## config.mk

```make
export PLATFORM = sky130hd
export DESIGN_NAME = jogo_memoria_param
export DESIGN_NICKNAME = d
export VERILOG_FILES = /design/src/rtl/jogo_memoria_pkg.sv /design/src/rtl/gerador_sequencia.sv /design/src/rtl/jogo_memoria_param.sv
export SDC_FILE = /design/constraint.sdc
export NUM_CORES = 1
export LEC_CHECK = 0
export ABC_AREA = 1
export BUFFER_PORTS_ARGS = -buffer_cell sky130_fd_sc_hd__buf_2
export CAP_MARGIN = 20
export CORE_MARGIN = 3
export CORE_UTILIZATION = 53
export DETAILED_ROUTE_END_ITERATION = 8
export PLACE_DENSITY = 0.75
export SLEW_MARGIN = 20
export SYNTH_ARGS = -nofsm -noshare
export SYNTH_HDL_FRONTEND = slang
export SYNTH_HIERARCHICAL = 1
export SYNTH_SLANG_ARGS = --single-unit
```

## constraint.sdc

```tcl
create_clock -name clock -period 2.2 [get_ports clock]
set_input_delay 0.33 -clock clock [delete_from_list [all_inputs] [get_ports clock]]
set_output_delay 0.33 -clock clock [all_outputs]
set_load 0.1 [all_outputs]
```

## src/rtl/jogo_memoria_pkg.sv

```systemverilog
// Shared state codes, LFSR constants and helpers for the memory-sequence game.
package jogo_memoria_pkg;

    typedef logic [3:0] estado_t;

    localparam estado_t S_INICIAL    = 4'd0;
    localparam estado_t S_PREPARA    = 4'd1;
    localparam estado_t S_MOSTRA     = 4'd2;
    localparam estado_t S_ESPERA     = 4'd3;
    localparam estado_t S_COMPARA    = 4'd4;
    localparam estado_t S_FIM_RODADA = 4'd5;
    localparam estado_t S_GANHOU     = 4'd6;
    localparam estado_t S_PERDEU     = 4'd7;
    localparam estado_t S_TIMEOUT    = 4'd8;

    // Feedback taps at bits 15, 13, 12 and 10.
    localparam logic [15:0] LFSR_TAPS    = 16'hB400;
    localparam logic [15:0] SEMENTE_NULA = 16'h0001;

    function automatic logic [15:0] lfsr_passo(input logic [15:0] l);
        return {l[14:0], ^(l & LFSR_TAPS)};
    endfunction

    function automatic logic [15:0] onehot(input logic [3:0] idx);
        return 16'h0001 << idx;
    endfunction

endpackage

```

## src/rtl/gerador_sequencia.sv

```systemverilog
// Seeded LFSR sequence source: keeps the round base and the running state,
// exposing the current element one-hot.
module gerador_sequencia
    import jogo_memoria_pkg::*;
#(
    parameter int unsigned NUM_BOTOES = 4
) (
    input  logic                  clk,
    input  logic                  rst_n,
    input  logic                  i_carrega_base,
    input  logic                  i_recarrega,
    input  logic                  i_passo,
    input  logic [15:0]           i_semente,
    output logic [NUM_BOTOES-1:0] o_elemento_c
);

    localparam int unsigned W_SEL = $clog2(NUM_BOTOES);

    logic [15:0] r_base;
    logic [15:0] r_lfsr;
    logic [15:0] w_semente;

    // An all-zero seed would lock the LFSR, so it is replaced.
    assign w_semente = (i_semente == 16'h0000) ? SEMENTE_NULA : i_semente;

    always_ff @(posedge clk or negedge rst_n) begin
        if (!rst_n) begin
            r_base <= 16'h0000;
            r_lfsr <= 16'h0000;
        end else if (i_carrega_base) begin
            r_base <= w_semente;
            r_lfsr <= w_semente;
        end else if (i_recarrega) begin
            r_lfsr <= r_base;
        end else if (i_passo) begin
            r_lfsr <= lfsr_passo(r_lfsr);
        end
    end

    assign o_elemento_c = NUM_BOTOES'(onehot(4'(r_lfsr[W_SEL-1:0])));

endmodule

```

## src/rtl/jogo_memoria_param.sv

```systemverilog
// Memory-sequence game: plays the LFSR-generated prefix on the LEDs each round,
// then checks button presses against it with a per-press timeout.
module jogo_memoria_param
    import jogo_memoria_pkg::*;
#(
    parameter int unsigned NUM_BOTOES     = 4,
    parameter int unsigned PROFUNDIDADE   = 16,
    parameter int unsigned TIMEOUT_CICLOS = 3000,
    parameter int unsigned MOSTRA_CICLOS  = 500
) (
    input  logic                  clock,
    input  logic                  reset,
    input  logic                  jogar,
    input  logic [NUM_BOTOES-1:0] botoes,
    input  logic [15:0]           semente,
    input  logic                  nivel,
    output logic [NUM_BOTOES-1:0] leds,
    output logic                  ganhou,
    output logic                  perdeu,
    output logic                  timeout,
    output logic                  pronto,
    output logic [3:0]            db_estado,
    output logic [7:0]            db_rodada,
    output logic [7:0]            db_indice
);

    localparam int unsigned MAX_CNT = (TIMEOUT_CICLOS > MOSTRA_CICLOS) ? TIMEOUT_CICLOS : MOSTRA_CICLOS;
    localparam int unsigned W_CNT   = $clog2(MAX_CNT + 1);
    localparam int unsigned W_IND   = $clog2(PROFUNDIDADE);
    localparam int unsigned W_ROD   = $clog2(PROFUNDIDADE + 1);

    estado_t               r_estado;
    logic [W_CNT-1:0]      r_cnt;
    logic [W_IND-1:0]      r_indice;
    logic [W_ROD-1:0]      r_rodada;
    logic [W_ROD-1:0]      r_limite;
    logic                  r_aceso;
    logic                  r_fim;
    logic [NUM_BOTOES-1:0] r_leds;
    logic [NUM_BOTOES-1:0] r_jogada;
    logic                  r_or_ant;
    logic                  r_armado;
    logic                  r_ganhou;
    logic                  r_perdeu;
    logic                  r_timeout;
    logic                  r_pronto;

    estado_t               w_prox;
    logic [W_CNT-1:0]      w_cnt_prox;
    logic [W_IND-1:0]      w_indice_prox;
    logic [W_ROD-1:0]      w_rodada_prox;
    logic [W_ROD-1:0]      w_limite_prox;
    logic                  w_aceso_prox;
    logic                  w_fim_prox;
    logic [NUM_BOTOES-1:0] w_leds_prox;
    logic [NUM_BOTOES-1:0] w_jogada_prox;
    logic                  w_carrega;
    logic                  w_recarrega;
    logic                  w_passo;
    logic                  w_entra_mostra;
    logic                  w_press;
    logic                  w_inicia;
    logic                  w_ultimo;
    logic [NUM_BOTOES-1:0] w_elemento;

    gerador_sequencia #(
        .NUM_BOTOES (NUM_BOTOES)
    ) u_gerador (
        .clk            (clock),
        .rst_n          (reset),
        .i_carrega_base (w_carrega),
        .i_recarrega    (w_recarrega),
        .i_passo        (w_passo),
        .i_semente      (semente),
        .o_elemento_c   (w_elemento)
    );

    // Press = rising edge of any button; a held button never re-triggers.
    assign w_press  = (|botoes) & ~r_or_ant;
    // A start consumes the arm; jogar must drop before it can start again.
    assign w_inicia = jogar & r_armado;
    assign w_ultimo = ((W_ROD'(r_indice) + W_ROD'(1)) == r_rodada);

    always_comb begin
        w_prox         = r_estado;
        w_cnt_prox     = r_cnt;
        w_indice_prox  = r_indice;
        w_rodada_prox  = r_rodada;
        w_limite_prox  = r_limite;
        w_aceso_prox   = r_aceso;
        w_fim_prox     = r_fim;
        w_leds_prox    = '0;
        w_jogada_prox  = r_jogada;
        w_carrega      = 1'b0;
        w_recarrega    = 1'b0;
        w_passo        = 1'b0;
        w_entra_mostra = 1'b0;

        case (r_estado)
            S_INICIAL: begin
                if (w_inicia) begin
                    w_prox    = S_PREPARA;
                    w_carrega = 1'b1;
                end
            end
            S_PREPARA: begin
                w_rodada_prox  = W_ROD'(1);
                w_limite_prox  = nivel ? W_ROD'(PROFUNDIDADE) : W_ROD'(PROFUNDIDADE / 2);
                w_entra_mostra = 1'b1;
            end
            S_MOSTRA: begin
                // r_fim marks the single settling cycle after the last gap.
                if (r_fim) begin
                    w_prox        = S_ESPERA;
                    w_recarrega   = 1'b1;
                    w_indice_prox = '0;
                    w_cnt_prox    = '0;
                end else if (r_cnt == W_CNT'(MOSTRA_CICLOS - 1)) begin
                    w_cnt_prox = '0;
                    if (r_aceso) begin
                        w_aceso_prox = 1'b0;
                        w_passo      = 1'b1;
                    end else if (w_ultimo) begin
                        w_fim_prox = 1'b1;
                    end else begin
                        w_indice_prox = r_indice + W_IND'(1);
                        w_aceso_prox  = 1'b1;
                        w_leds_prox   = w_elemento;
                    end
                end else begin
                    w_cnt_prox  = r_cnt + W_CNT'(1);
                    w_leds_prox = r_leds;
                end
            end
            S_ESPERA: begin
                // The flag register trails the state by one cycle, so the state
                // leaves one cycle early to land the flag on TIMEOUT_CICLOS.
                if (w_press) begin
                    w_jogada_prox = botoes;
                    w_prox        = S_COMPARA;
                end else if (r_cnt == W_CNT'(TIMEOUT_CICLOS - 2)) begin
                    w_prox = S_TIMEOUT;
                end else begin
                    w_cnt_prox = r_cnt + W_CNT'(1);
                end
            end
            S_COMPARA: begin
                // The element is one-hot, so zero or multiple bits never match.
                if (r_jogada != w_elemento) begin
                    w_prox = S_PERDEU;
                end else if (w_ultimo) begin
                    w_prox      = S_FIM_RODADA;
                    w_recarrega = 1'b1;
                end else begin
                    w_prox        = S_ESPERA;
                    w_indice_prox = r_indice + W_IND'(1);
                    w_passo       = 1'b1;
                    w_cnt_prox    = '0;
                end
            end
            S_FIM_RODADA: begin
                if (r_rodada == r_limite) begin
                    w_prox = S_GANHOU;
                end else begin
                    w_rodada_prox  = r_rodada + W_ROD'(1);
                    w_entra_mostra = 1'b1;
                end
            end
            S_GANHOU, S_PERDEU, S_TIMEOUT: begin
                if (w_inicia) begin
                    w_prox    = S_PREPARA;
                    w_carrega = 1'b1;
                end
            end
            default: begin
                w_prox = S_INICIAL;
            end
        endcase

        // The LFSR already holds the base here, so element 0 lights on entry.
        if (w_entra_mostra) begin
            w_prox        = S_MOSTRA;
            w_cnt_prox    = '0;
            w_indice_prox = '0;
            w_aceso_prox  = 1'b1;
            w_fim_prox    = 1'b0;
            w_leds_prox   = w_elemento;
        end
    end

    always_ff @(posedge clock or negedge reset) begin
        if (!reset) begin
            r_estado  <= S_INICIAL;
            r_cnt     <= '0;
            r_indice  <= '0;
            r_rodada  <= '0;
            r_limite  <= '0;
            r_aceso   <= 1'b0;
            r_fim     <= 1'b0;
            r_leds    <= '0;
            r_jogada  <= '0;
            r_or_ant  <= 1'b0;
            r_armado  <= 1'b1;
            r_ganhou  <= 1'b0;
            r_perdeu  <= 1'b0;
            r_timeout <= 1'b0;
            r_pronto  <= 1'b0;
        end else begin
            r_estado  <= w_prox;
            r_cnt     <= w_cnt_prox;
            r_indice  <= w_indice_prox;
            r_rodada  <= w_rodada_prox;
            r_limite  <= w_limite_prox;
            r_aceso   <= w_aceso_prox;
            r_fim     <= w_fim_prox;
            r_leds    <= w_leds_prox;
            r_jogada  <= w_jogada_prox;
            r_or_ant  <= |botoes;
            r_armado  <= w_carrega ? 1'b0 : (!jogar ? 1'b1 : r_armado);
            r_ganhou  <= (r_estado == S_GANHOU);
            r_perdeu  <= (r_estado == S_PERDEU);
            r_timeout <= (r_estado == S_TIMEOUT);
            r_pronto  <= (r_estado == S_GANHOU) || (r_estado == S_PERDEU) ||
                         (r_estado == S_TIMEOUT);
        end
    end

    assign leds      = r_leds;
    assign ganhou    = r_ganhou;
    assign perdeu    = r_perdeu;
    assign timeout   = r_timeout;
    assign pronto    = r_pronto;
    assign db_estado = r_estado;
    assign db_rodada = 8'(r_rodada);
    assign db_indice = 8'(r_indice);

endmodule

```

==> results <==
- The number of setup violations in the final report is 2.
- The number of global-route vias before repair was 4119.
- The most critical setup path has its startpoint at r_indice[1].
- From synthesis to final layout, the design area changed by 15.4%.
- After detailed routing, the total wire length is 11.1 mm.
- The worst setup path is captured at a flip-flop.
- Across all layers, the routed design uses 4451 vias.
- The most frequently used flop master after synthesis is sky130_fd_sc_hd__dfrtp_1.
- In this run, the number of DRC markers left after iteration 0 of detailed routing was 292.
- Across all register-to-register paths, the minimum setup slack is -0.01 ns.
- The number of failing hold endpoints at the final stage is 0.
- In this run the worst hold path is classified as in2reg.
- In this run the worst path has a maximum fanout of 7.
- The synthesized design contains 75 register bits.
- The worst hold path startpoint is jogar.
- In the synthesized netlist the async set-or-reset flop fraction comes to 1.00.
- The complex-gate fraction of the synthesized area is 0.113.
- Detailed placement ended at an HPWL of 7.82 mm.
- The flow ran to the end, but the final reports show violations.
- The tool flagged a number of max-cap violations equal to 0.
- The number of rows in the core area is 33.
- Of the total power, the clock network draws 0.118.
- The final standard cell count with taps included and fillers excluded is 836.
- The dominant combinational cell family by area after synthesis is simple AND/OR/NAND/NOR gates.
- TritonCTS built the clock tree.
- Of the total power, registers draw 0.289.
- The area fraction in and, or, nand and nor cells after synthesis is 0.359.
- The post-detailed-route DRC marker count is 0.
- The congestion estimate from routability-driven global placement came to 0.937.
- The number of max-slew violations in the final report is 0.
- The final standard cell area without fillers is 5370 um2.
- The global-route wire length before repair is 18.6 mm.
- For this configuration, the core starts out at a cell density of 0.556.
- The most critical setup path has its endpoint at u_gerador/r_lfsr[8].
- The global-route usage over all layers is 0.229.
- The die area is 9950 um2.
- The H-tree was split into 3 levels.
- The netlist uses 39 different library cells.
- At the end of the flow, the number of nets in the layout was 755.
- The sum of negative setup slack is -0.0157 ns.
- Summed over all layers, the global routing overflow is 0.
- The area share of fa/ha/maj cells after synthesis is 0.0134.
- The startpoint identified for the worst register-to-register timing path is r_indice[1].
- The internal power of the cells totals 4.00 mW.
- The die is 99.8 um tall.
- The count of antenna diodes in the layout is 0.
- The critical register-to-register path endpoint is u_gerador/r_lfsr[8].
- The cell count after synthesis is 674.
- The count of warnings emitted by yosys is 6.
- The required time of the critical path is 2.47 ns.
- Entering global routing, the biggest net connects 56 pins.
- The area of the core region is 8380 um2.
- The number of enable-type register cells in the synthesized netlist is 0.
- The first detailed-routing pass ran for 6 iterations.
- The logic depth of the worst register-to-register path is 12.
- The post-route worst setup slack is -0.0129 ns.
- Clock latency on the worst-skew pair, taken at its later pin, is 0.35 ns.
- Setup repair after global routing could not meet its margin everywhere.
- Across the VDD grid, the largest voltage drop is 931 uV.
- The nature of the critical path startpoint is a flip-flop.
- The number of antenna violations at the first check in global routing is 0.
- Of the synthesized area, sequential elements account for 0.403.
- After detailed routing, the average wire length per cell comes to 13.3 um.
- The count of buffers inserted at the top-level ports is 44.
- The commonest non-fill, non-tap cell in the layout is sky130_fd_sc_hd__nand2_1.
- The number of vias per cell after detailed routing is 5.32.
- Measured against the total synthesized area, the mux share comes to 0.
- TritonCTS created 9 clock buffers.
- Once detail routing completed, the nets flagged for antenna violations numbered 0.
- Data on the critical path arrives at its endpoint at 2.48 ns.
- For the final database, setup skew stands at 0.0128 ns.
- Summing all placed instances gives a cell area of 5040 um2.
- The maximum number of buffers from clock root to sink is 2.
- The cell area that synthesis handed to floorplanning was 4660 um2.
- Measured along the x axis, the die boundary spans 99.8 um.
- The top cell types in the final layout, fill and taps aside, are sky130_fd_sc_hd__nand2_1 (230), sky130_fd_sc_hd__inv_1 (64), sky130_fd_sc_hd__dfrtp_1 (60), sky130_fd_sc_hd__nor2_1 (59), sky130_fd_sc_hd__o21ai_0 (45).
- 52 I/O pins were placed.
- The total power per unit cell area is 1600 nW/um2.
- The number of sinks driven by the clock tree is 75.
- The final reports fail on setup timing.
- The leakage power total is 2.74 nW.
- Clock tree synthesis selected as its root buffer the cell sky130_fd_sc_hd__clkbuf_8.
- The worst setup path is of the reg2reg kind.
- The xor and xnor fraction of the mapped netlist area is 0.00940.
- The final period utilization is 1.01.
- The layout cell share with drive strength beyond 1 is 0.200.
- The clock period minus final worst setup slack is 2.21 ns.
- The fraction of power consumed by combinational cells is 0.593.
- Averaged over all synthesized cells, the footprint is 6.91 um2.
- The analysis attributes to net switching a power of 4.58 mW.
- Of the total power, the share spent switching nets is 0.534.
- The number of placed instances, taps included, is 814.
- The clock transition at the registers of the reported paths is 0.09 ns.
- Based on the critical path, the design can be clocked at up to 452 MHz.
[final cells by class]
type / instances / area [um2]
Fill cell: 745 / 3010
Tap cell: 105 / 131
Clock buffer: 10 / 138
Sequential cell: 75 / 1900
Multi-Input combinational cell: 500 / 2440
Timing Repair Buffer: 63 / 428
Inverter: 77 / 292
Clock inverter: 6 / 47.5
[critical path, stage by stage (launching register included)]
cell and delay (ns):
sky130_fd_sc_hd__dfrtp_4 0.52, sky130_fd_sc_hd__ha_4 0.26, sky130_fd_sc_hd__xnor2_2 0.14, sky130_fd_sc_hd__nand3_2 0.12
sky130_fd_sc_hd__nor2_4 0.18, sky130_fd_sc_hd__nand3_2 0.12, sky130_fd_sc_hd__o22ai_4 0.13, sky130_fd_sc_hd__or2_1 0.17
sky130_fd_sc_hd__nor2_4 0.05, sky130_fd_sc_hd__inv_4 0.10, sky130_fd_sc_hd__clkbuf_16 0.17, sky130_fd_sc_hd__nor2_2 0.03
sky130_fd_sc_hd__a31oi_1 0.15
[power groups by stage]
stage | logic (mW) | clock network, mW | registers, mW
after floorplan | 3.22 | 0 | 3.15
after global placement | 4.72 | 0 | 2.45
after detailed placement | 4.85 | 0 | 2.47
after CTS | 4.86 | 1.03 | 2.45
after global routing | 5.72 | 1.09 | 2.56
final | 5.09 | 1.01 | 2.48
[metrics by stage]
step	worst slack, ns	utilization	total power, mW	hold WS [ns]
floorplan	-0.101	-	6.38	0.0344
finish	-0.0129	0.641	8.58	0.117
global placement	0.106	0.601	7.17	0.238
global route	-0.129	0.641	9.37	0.123
detailed placement	0.00884	0.601	7.32	0.240
CTS	-0.0245	0.625	8.34	0.104
[repair_timing]
action                     CTS  global route
pin swaps                    0             7
gates cloned                 0             2
resized for setup            0            21
setup endpoints to repair    1            16
hold endpoints to repair    20             0
setup buffers                0             3
hold buffers                 1             0
[registers in the layout, indices dropped and copies added (netlist names), 2 cells and up]
name and cells:
r_rodada 5, leds 4, u_gerador/r_lfsr 16, db_estado 4
r_jogada 4, r_cnt 12, r_indice 4, r_limite 2
u_gerador/r_base 16
[cell usage after synthesis, types with 2 or more instances]
cell type / count / share of area
sky130_fd_sc_hd__xor2_1: 3 / 0.0056
sky130_fd_sc_hd__dfrtp_1: 74 / 0.40
sky130_fd_sc_hd__ha_1: 5 / 0.013
sky130_fd_sc_hd__buf_6: 5 / 0.012
sky130_fd_sc_hd__o22ai_1: 2 / 0.0027
sky130_fd_sc_hd__o21ai_0: 45 / 0.048
sky130_fd_sc_hd__xnor2_1: 2 / 0.0038
sky130_fd_sc_hd__nor3_1: 8 / 0.0086
sky130_fd_sc_hd__nand3_1: 44 / 0.047
sky130_fd_sc_hd__a31oi_1: 14 / 0.019
sky130_fd_sc_hd__inv_1: 67 / 0.054
sky130_fd_sc_hd__nand3b_1: 4 / 0.0064
sky130_fd_sc_hd__o211ai_1: 2 / 0.0032
sky130_fd_sc_hd__nand2_2: 8 / 0.011
sky130_fd_sc_hd__a21oi_1: 27 / 0.029
sky130_fd_sc_hd__buf_4: 8 / 0.013
sky130_fd_sc_hd__inv_2: 10 / 0.0081
sky130_fd_sc_hd__nor2_1: 66 / 0.053
sky130_fd_sc_hd__nand4_1: 9 / 0.012
sky130_fd_sc_hd__nand2_1: 232 / 0.19
sky130_fd_sc_hd__clkbuf_1: 8 / 0.0064
sky130_fd_sc_hd__nor2_4: 6 / 0.015
sky130_fd_sc_hd__nor2_2: 4 / 0.0054
sky130_fd_sc_hd__buf_2: 6 / 0.0064
[worst min-delay path by stage]
stage	to	depth (start not counted)
CTS	r_armado	2
floorplan	db_estado[0]	0
global route	r_armado	2
finish	r_armado	2
detailed placement	ganhou	1
global placement	perdeu	1
[cells by family after synthesis]
family	count (synthesis)
xor+xnor	5
other cells	1
buf+inv	105
compound gates	96
simple gates	387
fa+ha+maj	5
flops	75
[routing by layer]
| metal | track usage | vias to the layer above | part of all wire |
|---|---|---|---|
| li1 | - | 2227 | - |
| met5 | 0 | - | 0 |
| met1 | 0.300 | 2070 | 0.44 |
| met4 | 0.0809 | 0 | 0.017 |
| met2 | 0.385 | 134 | 0.49 |
| met3 | 0.0330 | 20 | 0.049 |
No activity file was read; power rests on OpenSTA's default activity.
